File: src/rtl/round_match_scheduler_pkg.sv
// Shared encodings for the round/match scheduler: FSM states, round result codes,
// health width and the KO decision helper.
package round_pkg;

  localparam int HEALTH_W = 7;

  typedef enum logic [2:0] {
    ST_IDLE         = 3'd0,
    ST_ROUND        = 3'd1,
    ST_ROUND_END    = 3'd2,
    ST_MATCH_OVER   = 3'd3,
    ST_SUDDEN_DEATH = 3'd4
  } round_state_e;

  typedef enum logic [1:0] {
    RES_NONE = 2'd0,
    RES_P1   = 2'd1,
    RES_P2   = 2'd2,
    RES_DRAW = 2'd3
  } round_result_e;

  // A knocked-out player loses; both down at once is a draw.
  function automatic round_result_e ko_result(input logic [HEALTH_W-1:0] h1,
                                              input logic [HEALTH_W-1:0] h2);
    round_result_e res;
    if ((h1 == {HEALTH_W{1'b0}}) && (h2 == {HEALTH_W{1'b0}})) begin
      res = RES_DRAW;
    end else if (h1 == {HEALTH_W{1'b0}}) begin
      res = RES_P2;
    end else if (h2 == {HEALTH_W{1'b0}}) begin
      res = RES_P1;
    end else begin
      res = RES_NONE;
    end
    return res;
  endfunction

  function automatic logic [1:0] sat_inc2(input logic [1:0] v);
    return (v == 2'd3) ? v : v + 2'd1;
  endfunction

endpackage

File: src/rtl/round_match_scheduler_timer.sv
// Round clock: ticks-per-second prescaler feeding a seconds down-counter that
// parks at 0:0 and flags expiry on the enabled tick spent there.
module round_timer #(
  parameter int TICKS_PER_SEC = 60,
  parameter int ROUND_SECONDS = 60
) (
  input  logic       clk_game,
  input  logic       reset,
  input  logic       load,
  input  logic       enable,
  output logic [7:0] round_time_sec,
  output logic       expire
);

  localparam int TICK_W = (TICKS_PER_SEC > 1) ? $clog2(TICKS_PER_SEC) : 1;
  localparam logic [TICK_W-1:0] TICK_MAX = TICK_W'(TICKS_PER_SEC - 1);
  localparam logic [7:0] SEC_LOAD = 8'(ROUND_SECONDS);

  logic [TICK_W-1:0] tick_cnt_r;
  logic [7:0]        sec_r;
  logic              at_zero_s;

  assign at_zero_s      = (tick_cnt_r == {TICK_W{1'b0}}) && (sec_r == 8'd0);
  assign expire         = enable && at_zero_s;
  assign round_time_sec = sec_r;

  // Prescaler and seconds counter; load wins over counting
  always_ff @(posedge clk_game) begin
    if (reset || load) begin
      tick_cnt_r <= TICK_MAX;
      sec_r      <= SEC_LOAD;
    end else if (enable && !at_zero_s) begin
      if (tick_cnt_r == {TICK_W{1'b0}}) begin
        tick_cnt_r <= TICK_MAX;
        sec_r      <= sec_r - 8'd1;
      end else begin
        tick_cnt_r <= tick_cnt_r - TICK_W'(1);
      end
    end else begin
      tick_cnt_r <= tick_cnt_r;
      sec_r      <= sec_r;
    end
  end

endmodule

File: src/rtl/round_match_scheduler.sv
// Best-of-N match sequencer: round start, timer, winner decision, intermission, match end.
// Define ROUND_SUDDEN_DEATH_EN to turn equal-health timeouts into a sudden-death phase.
module round_match_scheduler
  import round_pkg::*;
#(
  parameter int TICKS_PER_SEC      = 60,
  parameter int ROUND_SECONDS      = 60,
  parameter int WINS_TO_MATCH      = 2,
  parameter int MAX_ROUNDS         = 5,
  parameter int INTERMISSION_TICKS = 120
) (
  input  logic                clk_game,
  input  logic                reset,
  input  logic                reset_gameplay,
  input  logic                start_gameplay,
  input  logic                timer_enable,
  input  logic [HEALTH_W-1:0] p1_health,
  input  logic [HEALTH_W-1:0] p2_health,
  output logic                round_active,
  output logic                intermission,
  output logic                respawn_players,
  output logic [2:0]          round_number,
  output logic [7:0]          round_time_sec,
  output logic [1:0]          p1_wins,
  output logic [1:0]          p2_wins,
  output logic [1:0]          last_result,
  output logic                game_over_condition,
  output logic                winner_p1,
  output logic                winner_p2
);

  localparam int INT_W = $clog2(INTERMISSION_TICKS + 1);
  localparam logic [INT_W-1:0] INT_LOAD = INT_W'(INTERMISSION_TICKS - 1);
  localparam logic [2:0] MAX_RND = 3'(MAX_ROUNDS);
  localparam logic [1:0] WIN_TGT = 2'(WINS_TO_MATCH);

  round_state_e  state_r;
  logic [INT_W-1:0] inter_cnt_r;
  round_result_e decide_s;
  logic          go_sd_s;
  logic          match_done_s;
  logic          next_round_s;
  logic          timer_load_s;
  logic          timer_en_s;
  logic          expire_s;

  round_timer #(
    .TICKS_PER_SEC(TICKS_PER_SEC),
    .ROUND_SECONDS(ROUND_SECONDS)
  ) u_timer (
    .clk_game      (clk_game),
    .reset         (reset),
    .load          (timer_load_s),
    .enable        (timer_en_s),
    .round_time_sec(round_time_sec),
    .expire        (expire_s)
  );

  // Per-cycle round decision and timer control
  always_comb begin
    decide_s     = RES_NONE;
    go_sd_s      = 1'b0;
    match_done_s = (p1_wins == WIN_TGT) || (p2_wins == WIN_TGT) || (round_number == MAX_RND);
    next_round_s = (state_r == ST_ROUND_END) && (inter_cnt_r == {INT_W{1'b0}}) && !match_done_s;
    timer_load_s = reset_gameplay || ((state_r == ST_IDLE) && start_gameplay) || next_round_s;
    timer_en_s   = timer_enable && (state_r == ST_ROUND);
    // A KO always outranks a timeout landing on the same tick
    if (ko_result(p1_health, p2_health) != RES_NONE) begin
      decide_s = ko_result(p1_health, p2_health);
    end else if (expire_s) begin
      if (p1_health > p2_health) begin
        decide_s = RES_P1;
      end else if (p2_health > p1_health) begin
        decide_s = RES_P2;
      end else begin
`ifdef ROUND_SUDDEN_DEATH_EN
        decide_s = RES_NONE;
        go_sd_s  = 1'b1;
`else
        decide_s = RES_DRAW;
`endif
      end
    end else begin
      decide_s = RES_NONE;
    end
  end

  // Match FSM with registered status outputs
  always_ff @(posedge clk_game) begin
    if (reset || reset_gameplay) begin
      state_r             <= ST_IDLE;
      inter_cnt_r         <= {INT_W{1'b0}};
      round_active        <= 1'b0;
      intermission        <= 1'b0;
      respawn_players     <= 1'b0;
      round_number        <= 3'd0;
      p1_wins             <= 2'd0;
      p2_wins             <= 2'd0;
      last_result         <= RES_NONE;
      game_over_condition <= 1'b0;
      winner_p1           <= 1'b0;
      winner_p2           <= 1'b0;
    end else begin
      respawn_players <= 1'b0;
      case (state_r)
        ST_IDLE: begin
          if (start_gameplay) begin
            state_r         <= ST_ROUND;
            round_active    <= 1'b1;
            respawn_players <= 1'b1;
            round_number    <= 3'd1;
            p1_wins         <= 2'd0;
            p2_wins         <= 2'd0;
            last_result     <= RES_NONE;
          end else begin
            state_r <= ST_IDLE;
          end
        end
        ST_ROUND, ST_SUDDEN_DEATH: begin
          if (decide_s != RES_NONE) begin
            state_r      <= ST_ROUND_END;
            round_active <= 1'b0;
            intermission <= 1'b1;
            inter_cnt_r  <= INT_LOAD;
            last_result  <= decide_s;
            if (decide_s == RES_P1) begin
              p1_wins <= sat_inc2(p1_wins);
            end else if (decide_s == RES_P2) begin
              p2_wins <= sat_inc2(p2_wins);
            end else begin
              p1_wins <= p1_wins;
            end
          end else if (go_sd_s) begin
            state_r <= ST_SUDDEN_DEATH;
          end else begin
            state_r <= state_r;
          end
        end
        ST_ROUND_END: begin
          if (inter_cnt_r != {INT_W{1'b0}}) begin
            inter_cnt_r <= inter_cnt_r - INT_W'(1);
          end else if (match_done_s) begin
            state_r             <= ST_MATCH_OVER;
            intermission        <= 1'b0;
            game_over_condition <= 1'b1;
            winner_p1           <= (p1_wins > p2_wins);
            winner_p2           <= (p2_wins > p1_wins);
          end else begin
            state_r         <= ST_ROUND;
            intermission    <= 1'b0;
            round_active    <= 1'b1;
            respawn_players <= 1'b1;
            round_number    <= round_number + 3'd1;
          end
        end
        ST_MATCH_OVER: begin
          state_r <= ST_MATCH_OVER;
        end
        default: begin
          state_r <= ST_IDLE;
        end
      endcase
    end
  end

endmodule

File: config.mk
export PLATFORM = sky130hd
export DESIGN_NAME = round_match_scheduler
export DESIGN_NICKNAME = d
export VERILOG_FILES = /design/src/rtl/round_match_scheduler_pkg.sv /design/src/rtl/round_match_scheduler_timer.sv /design/src/rtl/round_match_scheduler.sv
export SDC_FILE = /design/constraint.sdc
export NUM_CORES = 1
export LEC_CHECK = 0
export ABC_AREA = 1
export ABC_CLOCK_PERIOD_IN_PS = 2100
export BUFFER_PORTS_ARGS = -buffer_cell sky130_fd_sc_hd__buf_4
export CORE_UTILIZATION = 45
export DETAILED_ROUTE_END_ITERATION = 10
export GPL_TIMING_DRIVEN = 0
export PLACE_DENSITY = 0.68
export SLEW_MARGIN = 20
export SYNTH_ARGS = -nofsm -noshare
export SYNTH_HDL_FRONTEND = slang
export SYNTH_HIERARCHICAL = 1
export SYNTH_SLANG_ARGS = --single-unit
File: constraint.sdc
create_clock -name clk_game -period 2.1 [get_ports clk_game]
set_input_delay 0.21 -clock clk_game [delete_from_list [all_inputs] [get_ports clk_game]]
set_output_delay 0.21 -clock clk_game [all_outputs]
set_load 0.01 [all_outputs]
==> flow_summary.ini, run 1 <==
[worst_setup_path]
cp_slowest_stage_delay_ps = 420
cp.depth = 10
cp_slowest_cell = dfxtp_1
crit_chain = inv_1 -> ha_1 -> a211o_1 -> o21ai_1 -> nand2_2 -> inv_2 -> or2_1 -> nor2_4 -> buf_4 -> o211ai_1
crit_family = compound AO/OA/AOI/OAI gates
critical_path.startpoint = p1_wins[0]$_SDFFE_PP0P_
r2r_setup_slack_ps = 170
endpoint_kind = register
worstPathMaxFanout = 8
critPathKind = register to register
required_ps = 2310
path_buf_inv = 3
crit_path_end = u_timer/round_time_sec[2]$_SDFFE_PP1P_
rr_endpoint = u_timer/round_time_sec[2]$_SDFFE_PP1P_
reg2reg_depth = 10
start_kind = register
r2r-start = p1_wins[0]$_SDFFE_PP0P_
worst_ep_arrival_time_ps = 2150

[logic_synthesis]
synthCells = 360
synth_warnings = 6
synth_nets = 399
yosysTopAreaCellShare = 0.296
syn_area_per_cell_um2 = 7.14
synthTopCellsByArea = dfxtp_1 (30%), nand2_1 (11%), ha_1 (9.7%), inv_1 (7.9%), a21oi_1 (4.9%)
yosysSeqAreaShare = 0.296
synth.distinct_cells = 35
yosysTopAreaCell = dfxtp_1
synth-seq-cells = 38
netlist_area_um2 = 2570

[cts]
cts_tree = yes
clk_pin_slew_ps = 80
ctsHtreeMaxLevel = 2
cts_root_buf = clkbuf_8
clock_latency_ps = 290
clock_path_buffers = 2
numCtsBuffers = 5
cts_sinks = 38
cts_hold_buf = 0

[pwr]
swShare = 0.269
vdd_drop_max_mv = 0.395
power_density_nw_per_um2 = 469
clkPwrFrac = 0.356
fin_total_pwr_mw = 1.49
share_comb_of_total_power = 0.149
p_int_mw = 1.09
p_leak_nw = 1.58
p_sw_mw = 0.402
p_seq_frac = 0.496

[finish]
design_area_um2 = 3180
final_cells = 490
num-nets-final = 456
area_growth_syn_to_layout_pct = 23.9
diodes = 0
final_util = 0.578
fillCellCount = 536
drive_gt1_frac = 0.294

[floorplanning]
fp-row-count = 27
die-area_um2 = 6020
fp.dieH_um = 77.6
io_pins = 42
start_util = 0.467
coreArea_um2 = 5510
die_w_um = 77.6

[detailed_routing]
vias = 2355
firstDrtPassIters = 4
vias_per_cell = 4.81
drtIter0Drc = 102
drc = 0
wl_per_cell_um = 10.9
routed_wirelength_um = 5330
antenna_left = 0

[sta]
drv_slew = 0
hold_slack_ps = 268
slew_headroom = 0.702
min_period_ps = 1930
fin_skew_ps = 4.97
setup_viol = 0
rsz0062_at_grt = yes
tightest_slew_ps = 446
hold_viol_final = 0
period_share = 0.921
clock.fmax_mhz = 517

[global_route]
overflow = 0
grt_busiest_layer = met2
use_met2 = 0.332
grt_use_met3 = 0.0365
grt_pass1_wl_um = 8960
grt_pass1_vias = 2144
met1_usage = 0.216
grt_start_max_net_pins = 12
grtUsageTotal = 0.184
antenna_found_initial = 0

[place]
port_buffers = 41
dp_cells = 473
placed_area_um2 = 2970
dpl.hpwl_um = 4030
place.gp.congestion = 0.780

[hold_path]
min_path_type = primary input to register

[outcome]
outcome = finished clean

[job]
maxCapViolCount = 0
## worst min-delay path by stage
stage                                    startpoint                                     end  slack [ps]  cells past startpoint
after floorplan                               reset      u_timer/tick_cnt_r[3]$_SDFFE_PP1P_         410                      2
after global placement    round_active$_SDFFE_PP0P_               round_active$_SDFFE_PP0P_         440                      2
after detailed placement  round_active$_SDFFE_PP0P_               round_active$_SDFFE_PP0P_         440                      2
after CTS                                     reset  u_timer/round_time_sec[4]$_SDFFE_PP1P_         180                      3
after global routing                 reset_gameplay             inter_cnt_r[0]$_SDFFE_PP0P_         290                      4
final                                reset_gameplay               round_active$_SDFFE_PP0P_         270                      4
## logic make-up after synthesis
family                   share of synthesized area
AO/OA/AOI/OAI                               0.0901
XOR/XNOR                                    0.0307
adder cells (fa/ha/maj)                     0.0974
buffers and inverters                       0.0983
flip-flops                                   0.296
AND/OR/NAND/NOR                              0.388
## per-layer routing
layer,up-vias,share of wire
li1,1247,-
met4,0,0.0086
met2,35,0.51
met1,1068,0.45
met3,5,0.031
met5,-,0
## layout by cell type, fill, tap and decap left out, drive strengths merged, types with 4 or more instances in the layout
cell type,synthesis,routed
nor3,4,4
dfxtp,38,38
nand2,97,97
ha,20,20
o21ai,10,10
or2,7,7
clkbuf,0,7
nand3,27,27
buf,2,52
inv,63,63
nand4,8,8
a21oi,28,28
nor2,41,41
xor2,6,6
## registers in the layout, summed over array words and instances (netlist names), 2 cells and up
register                flops
p1_wins                     2
u_timer/round_time_sec      8
u_timer/tick_cnt_r          6
last_result                 2
state_r                     2
p2_wins                     2
inter_cnt_r                 7
round_number                3
## area by class of cell
cell class / count / area [um^2] / share of cell area
Buffer: 2 / 12.5 / 0.00393
Clock buffer: 7 / 86.3 / 0.0271
Clock inverter: 1 / 5.00 / 0.00157
Inverter: 64 / 240 / 0.0754
Multi-Input combinational cell: 256 / 1610 / 0.506
Sequential cell: 38 / 763 / 0.240
Tap cell: 72 / 90.1 / 0.0283
Timing Repair Buffer: 50 / 375 / 0.118
## worst reg2reg max path: stages, from the launching register on
cell and delay (ps):
dfxtp_1 420, inv_1 80, ha_1 200, a211o_1 310, o21ai_1 200, nand2_2 100
inv_2 90, or2_1 160, nor2_4 40, buf_4 160, o211ai_1 90
## through the flow
stage	TNS [ps]	worst slack, ps
after floorplan	0	70.4
after global placement	-3560	-361
after detailed placement	-3800	-349
after CTS	0	3.40
after global routing	-29.6	-18.5
final	0	167
## power by group through the flow
stage                     Combinational [mW]  Clock (mW)  Sequential (mW)
after floorplan                        0.141           0            0.758
after global placement                 0.209           0            0.756
after detailed placement               0.211           0            0.756
after CTS                              0.216       0.547            0.739
after global routing                   0.249       0.580            0.742
final                                  0.222       0.531            0.740
## synthesized netlist by cell type
| cell | instances |
|---|---|
| xnor2_1 | 3 |
| nand2_2 | 9 |
| nand4_1 | 8 |
| a31oi_1 | 1 |
| or2_1 | 2 |
| buf_4 | 1 |
| o21ai_1 | 7 |
| nand2_4 | 10 |
| buf_2 | 1 |
| nand3b_1 | 1 |
| xor2_1 | 6 |
| a211o_1 | 1 |
| nor2_1 | 30 |
| nor2_2 | 5 |
| o211ai_1 | 1 |
| dfxtp_1 | 38 |
| clkinv_1 | 1 |
| nor3_1 | 1 |
| nor2_8 | 1 |
| o21ai_0 | 3 |
| nor2_4 | 5 |
| a21oi_2 | 3 |
| nand3_4 | 2 |
| o21a_1 | 1 |
| inv_1 | 54 |
| nor3_4 | 2 |
| nor3_2 | 1 |
| or2_0 | 2 |
| nand3_1 | 24 |
| or2_2 | 3 |
| nand3_2 | 1 |
| inv_2 | 9 |
| a21oi_1 | 25 |
| nand2_1 | 78 |
| ha_1 | 20 |
## timing repair
item | CTS | global route
pin swaps | 0 | 9
resized for setup | 7 | 12
endpoints found under the hold margin | 0 | 0
endpoints found under the setup margin | 31 | 22
setup buffers | 0 | 9
No activity file was read; power rests on OpenSTA's default activity.
==> inputs of run 2 (changes only) <==
CORE_UTILIZATION = 25   (was 45)
PLACE_DENSITY = not set   (was 0.68)
==> run 2 against run 1 <==
  * Sequential share of layout area decreased by 0.58 points
  * Via count increased by 0.81%
  * Setup slack improved by 18 ps
  * First-iteration DRC count decreased by 57%
  * Utilization decreased by 25 points
  * Die area increased by 78%
==> flow_summary.ini, run 2 (synthesis gave the netlist of run 1 again) <==
[outcome]
outcome = finished clean

[place]
dp_slack_ps = -395
port_buffers = 41
place.gp.congestion = 0.807
dp_cells = 534
dpl.hpwl_um = 4480

[pwr]
power_density_nw_per_um2 = 492
fin_total_pwr_mw = 1.61
p_leak_nw = 1.59
vdd_drop_max_mv = 0.247

[finish]
largest_register_ffs = 8
diodes = 0
final_cell_mix = nand2_1 (77), inv_1 (48), buf_4 (48)
layout_commonest_cell = nand2_1
multi_input_area_um2 = 1620
area_growth_syn_to_layout_pct = 27.2
fillCellCount = 1043
final_cells = 547
num-nets-final = 453
drive_gt1_frac = 0.297
seq_area_um2 = 764

[cts]
ctsHtreeMaxLevel = 2
numCtsBuffers = 5
cts_root_buf = clkbuf_8
cts_sinks = 38
cts_hold_buf = 0
clock_latency_ps = 290
cts_tree = yes
clock_path_buffers = 2
clk_pin_slew_ps = 80

[floorplanning]
fp.dieH_um = 103
fp-row-count = 36
die-area_um2 = 10700
die_w_um = 103
coreArea_um2 = 9860
start_util = 0.261
io_pins = 42

[worst_setup_path]
worstPathMaxFanout = 6
endpoint_kind = register
r2r-start = u_timer/tick_cnt_r[0]$_SDFFE_PP1P_
cp_slowest_stage_delay_ps = 320
cp_slowest_cell = dfxtp_1
r2r_setup_slack_ps = 190
required_ps = 2300
critPathKind = register to register
worst_ep_arrival_time_ps = 2110
critical_path.startpoint = u_timer/tick_cnt_r[0]$_SDFFE_PP1P_
start_kind = register
crit_chain = inv_2 -> ha_4 -> nand2_1 -> nor2_4 -> nand2_4 -> nor2_4 -> inv_1 -> nor2_1 -> nand2_1 -> nand2_4 -> nand4_1 -> nand2_2 -> nand3_1 -> nand2_1 -> nor2_1
reg2reg_depth = 15
worst_path_most_repeated_cell = nand2_1

[detailed_routing]
drc = 0
routed_wirelength_um = 5850
firstDrtPassIters = 4
wl_per_cell_um = 10.7
vias_per_cell = 4.34
vias = 2374
antenna_left = 0
drtIter0Drc = 44

[sta]
fin_skew_ps = 6.45
setup_ws_ps = 185
period_share = 0.912
clock.fmax_mhz = 522
setup_viol = 0
hold_viol_final = 0
drv_slew = 0
min_period_ps = 1910
tightest_slew_ps = 475
fin_setup_tns_ps = 0
slew_headroom = 0.682
hold_slack_ps = 260

[hold_path]
min_path_type = primary input to register
whs_path_depth = 4
hp-start = reset

[global_route]
antenna_found_initial = 0
grt_pass1_vias = 2317
grt_start_max_net_pins = 12
overflow = 0
grtUsageTotal = 0.119
grt_pass1_wl_um = 10000

[job]
maxCapViolCount = 0
-- run 2: cell types whose count changed in the layout (fill, tap and decap cells not counted) --
| cell | delta |
|---|---|
| buf_4 | -3 |
| bufinv_16 | +1 |
| clkbuf_1 | -1 |
| clkinv_2 | -1 |
| dfxtp_1 | -1 |
| dfxtp_2 | +1 |
| inv_1 | -1 |
| inv_2 | +1 |
| nand2_2 | -1 |
| nand2_4 | +1 |
| nor2_1 | -1 |
| nor2_2 | +1 |
-- run 2: path summary, 6_finish.rpt --
kind,to
max,p2_wins[1]$_SDFFE_PP0P_
min,u_timer/round_time_sec[1]$_SDFFE_PP0P_
max reg2reg,p2_wins[1]$_SDFFE_PP0P_
min reg2reg,round_active$_SDFFE_PP0P_
-- run 2: timing repair --
| action | in CTS | in global routing |
|---|---|---|
| gates resized for setup | 8 | 15 |
| setup endpoints to repair | 31 | 22 |
| pin swaps | 2 | 4 |
| buffers inserted | 1 | 5 |
-- run 2: layer usage --
| layer | GRT usage | routed length [um] |
|---|---|---|
| met1 | 0.141 | 2690 |
| met2 | 0.211 | 2820 |
| met3 | 0.0296 | 216 |
| met4 | 0.0379 | 119 |
| met5 | 0 | 0 |
-- run 2: power breakdown --
group,total (mW),switching [mW],internal [mW]
clock,0.643,0.263,0.380
combinational,0.223,0.129,0.0940
sequential,0.740,0.00954,0.731
total,1.61,0.402,1.20
-- run 2: per-stage QoR --
| stage | utilization | area (um^2) |
|---|---|---|
| 6_report | 0.331 | 3270 |
| 5_1_grt | 0.331 | 3270 |
| 4_1_cts | 0.323 | 3190 |
| 3_5_place_dp | 0.309 | 3040 |
| 3_3_place_gp | 0.309 | 3040 |
| 2_1_floorplan | - | 2570 |
-- run 2: area by class of cell --
type | count | area share
Clock buffer | 6 | 0.0253
Sequential cell | 38 | 0.234
Multi-Input combinational cell | 256 | 0.495
Buffer | 2 | 0.00383
Tap cell | 133 | 0.0509
Timing Repair Buffer | 47 | 0.108
Clock inverter | 1 | 0.00919
Inverter | 64 | 0.0735
-- run 2: critical path, delay by kind of cell (launching register included) --
| family | cells | cell delay (ps) |
|---|---|---|
| and+or+nand+nor | 12 | 1160 |
| DFF | 1 | 320 |
| buffers and inverters | 2 | 170 |
| adders and majority gates | 1 | 160 |
==> inputs of run 3 (changes only) <==
SYNTH_HIERARCHICAL = not set   (was 1)
==> run 3 against run 2 <==
  * Utilization down 0.96 points
  * Synthesized cell count shrank 7.2%
  * Maximum frequency is 2.8% higher
  * Hold slack worse by 6.2 ps
  * Clock skew rose by 3.5 ps
==> flow_summary.ini, run 3 <==
[finish]
layout_commonest_cell = nand2_1
diodes = 0
fillCellCount = 1002
final_cell_mix = nand2_1 (66), inv_1 (46), buf_4 (42)
num-nets-final = 422
largest_register_ffs = 8
multi_input_area_um2 = 1460
seq_area_um2 = 762
area_growth_syn_to_layout_pct = 22.8
drive_gt1_frac = 0.251

[pwr]
p_sw_mw = 0.387
p_int_mw = 1.08
clkPwrFrac = 0.364
share_comb_of_total_power = 0.133
vdd_drop_max_mv = 0.232
swShare = 0.264
power_density_nw_per_um2 = 484
p_seq_frac = 0.504
p_leak_nw = 1.45

[sta]
fin_skew_ps = 9.90
tightest_slew_ps = 584
min_period_ps = 1860
hold_viol_final = 0
period_share = 0.887
slew_headroom = 0.610
hold_slack_ps = 254
drv_slew = 0
fin_setup_tns_ps = 0
rsz0062_at_grt = no
clock.fmax_mhz = 537
setup_viol = 0

[cts]
cts_sinks = 38
clock_path_buffers = 2
clock_latency_ps = 290
cts_tree = yes
ctsHtreeMaxLevel = 2
clk_pin_slew_ps = 80
cts_hold_buf = 0
numCtsBuffers = 5
cts_resized = 0
post_cts_buffers = 0
cts_root_buf = clkbuf_8

[worst_setup_path]
start_kind = register
worst_ep_arrival_time_ps = 2020
required_ps = 2250
critPathKind = register to register
endpoint_kind = register
worstPathMaxFanout = 8

[logic_synthesis]
synth_nets = 374
yosys_most_used_dff = dfxtp_1
synthTopCellsByArea = dfxtp_1 (31%), ha_1 (11%), nand2_1 (10%), inv_1 (7.0%), nor2_1 (5.2%)
netlist_top_cells_count = nand2_1 (66), inv_1 (46), dfxtp_1 (38), nor2_1 (34), a21oi_1 (25)
synth_edf_count = 0
netlist_area_um2 = 2470
synth-seq-cells = 38
synthCells = 334
ys_async_sr_fraction = 0
syn_area_per_cell_um2 = 7.39
synth_most_common_cell = nand2_1
yosysSeqAreaShare = 0.308
synth_warnings = 0
yosysTopAreaCell = dfxtp_1
yosysTopAreaCellShare = 0.308
synth.distinct_cells = 36

[detailed_routing]
wl_per_cell_um = 10.2
routed_wirelength_um = 5230
vias = 2190
vias_per_cell = 4.28
antenna_left = 0
firstDrtPassIters = 4
top_layer = met4
met1_length_um = 2540
route.met3.wl_um = 181
drtIter0Drc = 82
drc = 0
wl_met2_um = 2440

[global_route]
overflow = 0
antenna_found_initial = 0
grt_pass1_wl_um = 9130
grt_pass1_vias = 2114
grt_start_max_net_pins = 12
grtUsageTotal = 0.110

[hold_path]
min_path_type = primary input to register

[floorplanning]
fp-row-count = 35
start_util = 0.262
die_w_um = 101
io_pins = 42
fp.dieH_um = 101
coreArea_um2 = 9420
die-area_um2 = 10300

[place]
dpl.hpwl_um = 4140
port_buffers = 41
place.gp.congestion = 0.848

[outcome]
outcome = finished clean

[job]
maxCapViolCount = 0
-- run 3: cells by family (layout without fill, tap and decap cells) --
kind of cell / count (synthesis) / count (layout) / share of synthesized area
XOR/XNOR: 5 / 5 / 0.0178
adder cells (fa/ha/maj): 21 / 21 / 0.106
buffers and inverters: 59 / 108 / 0.0989
AND/OR/NAND/NOR: 160 / 160 / 0.354
AO/OA/AOI/OAI: 51 / 51 / 0.114
flip-flops: 38 / 38 / 0.308
-- run 3: final timing paths --
path	startpoint	end	slack, ps	cells past startpoint
min	start_gameplay	round_number[2]$_SDFFE_PP0P_	250	4
min reg2reg	game_over_condition$_SDFFE_PP0P_	game_over_condition$_SDFFE_PP0P_	450	2
max	p2_wins[0]$_SDFFE_PP0P_	inter_cnt_r[2]$_SDFFE_PP0P_	240	14
max reg2reg	p2_wins[0]$_SDFFE_PP0P_	inter_cnt_r[2]$_SDFFE_PP0P_	240	14
-- run 3: cell type report --
cell class | instances | area share
flip-flops and latches | 38 | 0.252
inverters | 57 | 0.0768
plain buffers | 2 | 0.00372
multi-input cells | 237 | 0.483
clock buffers | 7 | 0.0285
clock inverters | 1 | 0.00165
repair buffers | 41 | 0.102
well taps | 129 | 0.0533
-- run 3: critical path, cell delays in order (launching register included) --
cell and delay (ps):
dfxtp_1 390, inv_1 100, ha_1 200, inv_1 50, nand3_1 110, inv_1 90, nand2_2 60, nand2_1 90
nand2_2 60, inv_2 70, nand3_4 120, nand2_4 130, inv_2 70, o21ai_1 110, a21oi_1 70
-- run 3: power by group through the flow --
stage                     Sequential [mW]  Clock (mW)  Combinational, mW
final                               0.739       0.533              0.195
after global routing                0.741       0.578              0.221
after CTS                           0.739       0.545              0.197
after detailed placement            0.756           0              0.196
after global placement              0.756           0              0.192
after floorplan                     0.757           0              0.125
-- run 3: per-layer routing --
layer | global-route usage | vias up
li1 | - | 1163
met1 | 0.140 | 985
met2 | 0.182 | 36
met3 | 0.0255 | 6
met4 | 0.0346 | 0
met5 | 0 | -
-- run 3: metrics by stage --
| stage | power [mW] | utilization | cells | worst slack [ps] | cell area, um^2 |
|---|---|---|---|---|---|
| 5_1_grt | 1.54 | 0.322 | 512 | 32.3 | 3030 |
| 3_3_place_gp | 0.948 | 0.312 | 504 | 218 | 2940 |
| 3_5_place_dp | 0.952 | 0.312 | 504 | 212 | 2940 |
| 2_1_floorplan | 0.882 | - | 334 | 424 | 2470 |
| 4_1_cts | 1.48 | 0.322 | 512 | 199 | 3030 |
| 6_report | 1.47 | 0.322 | 512 | 237 | 3030 |
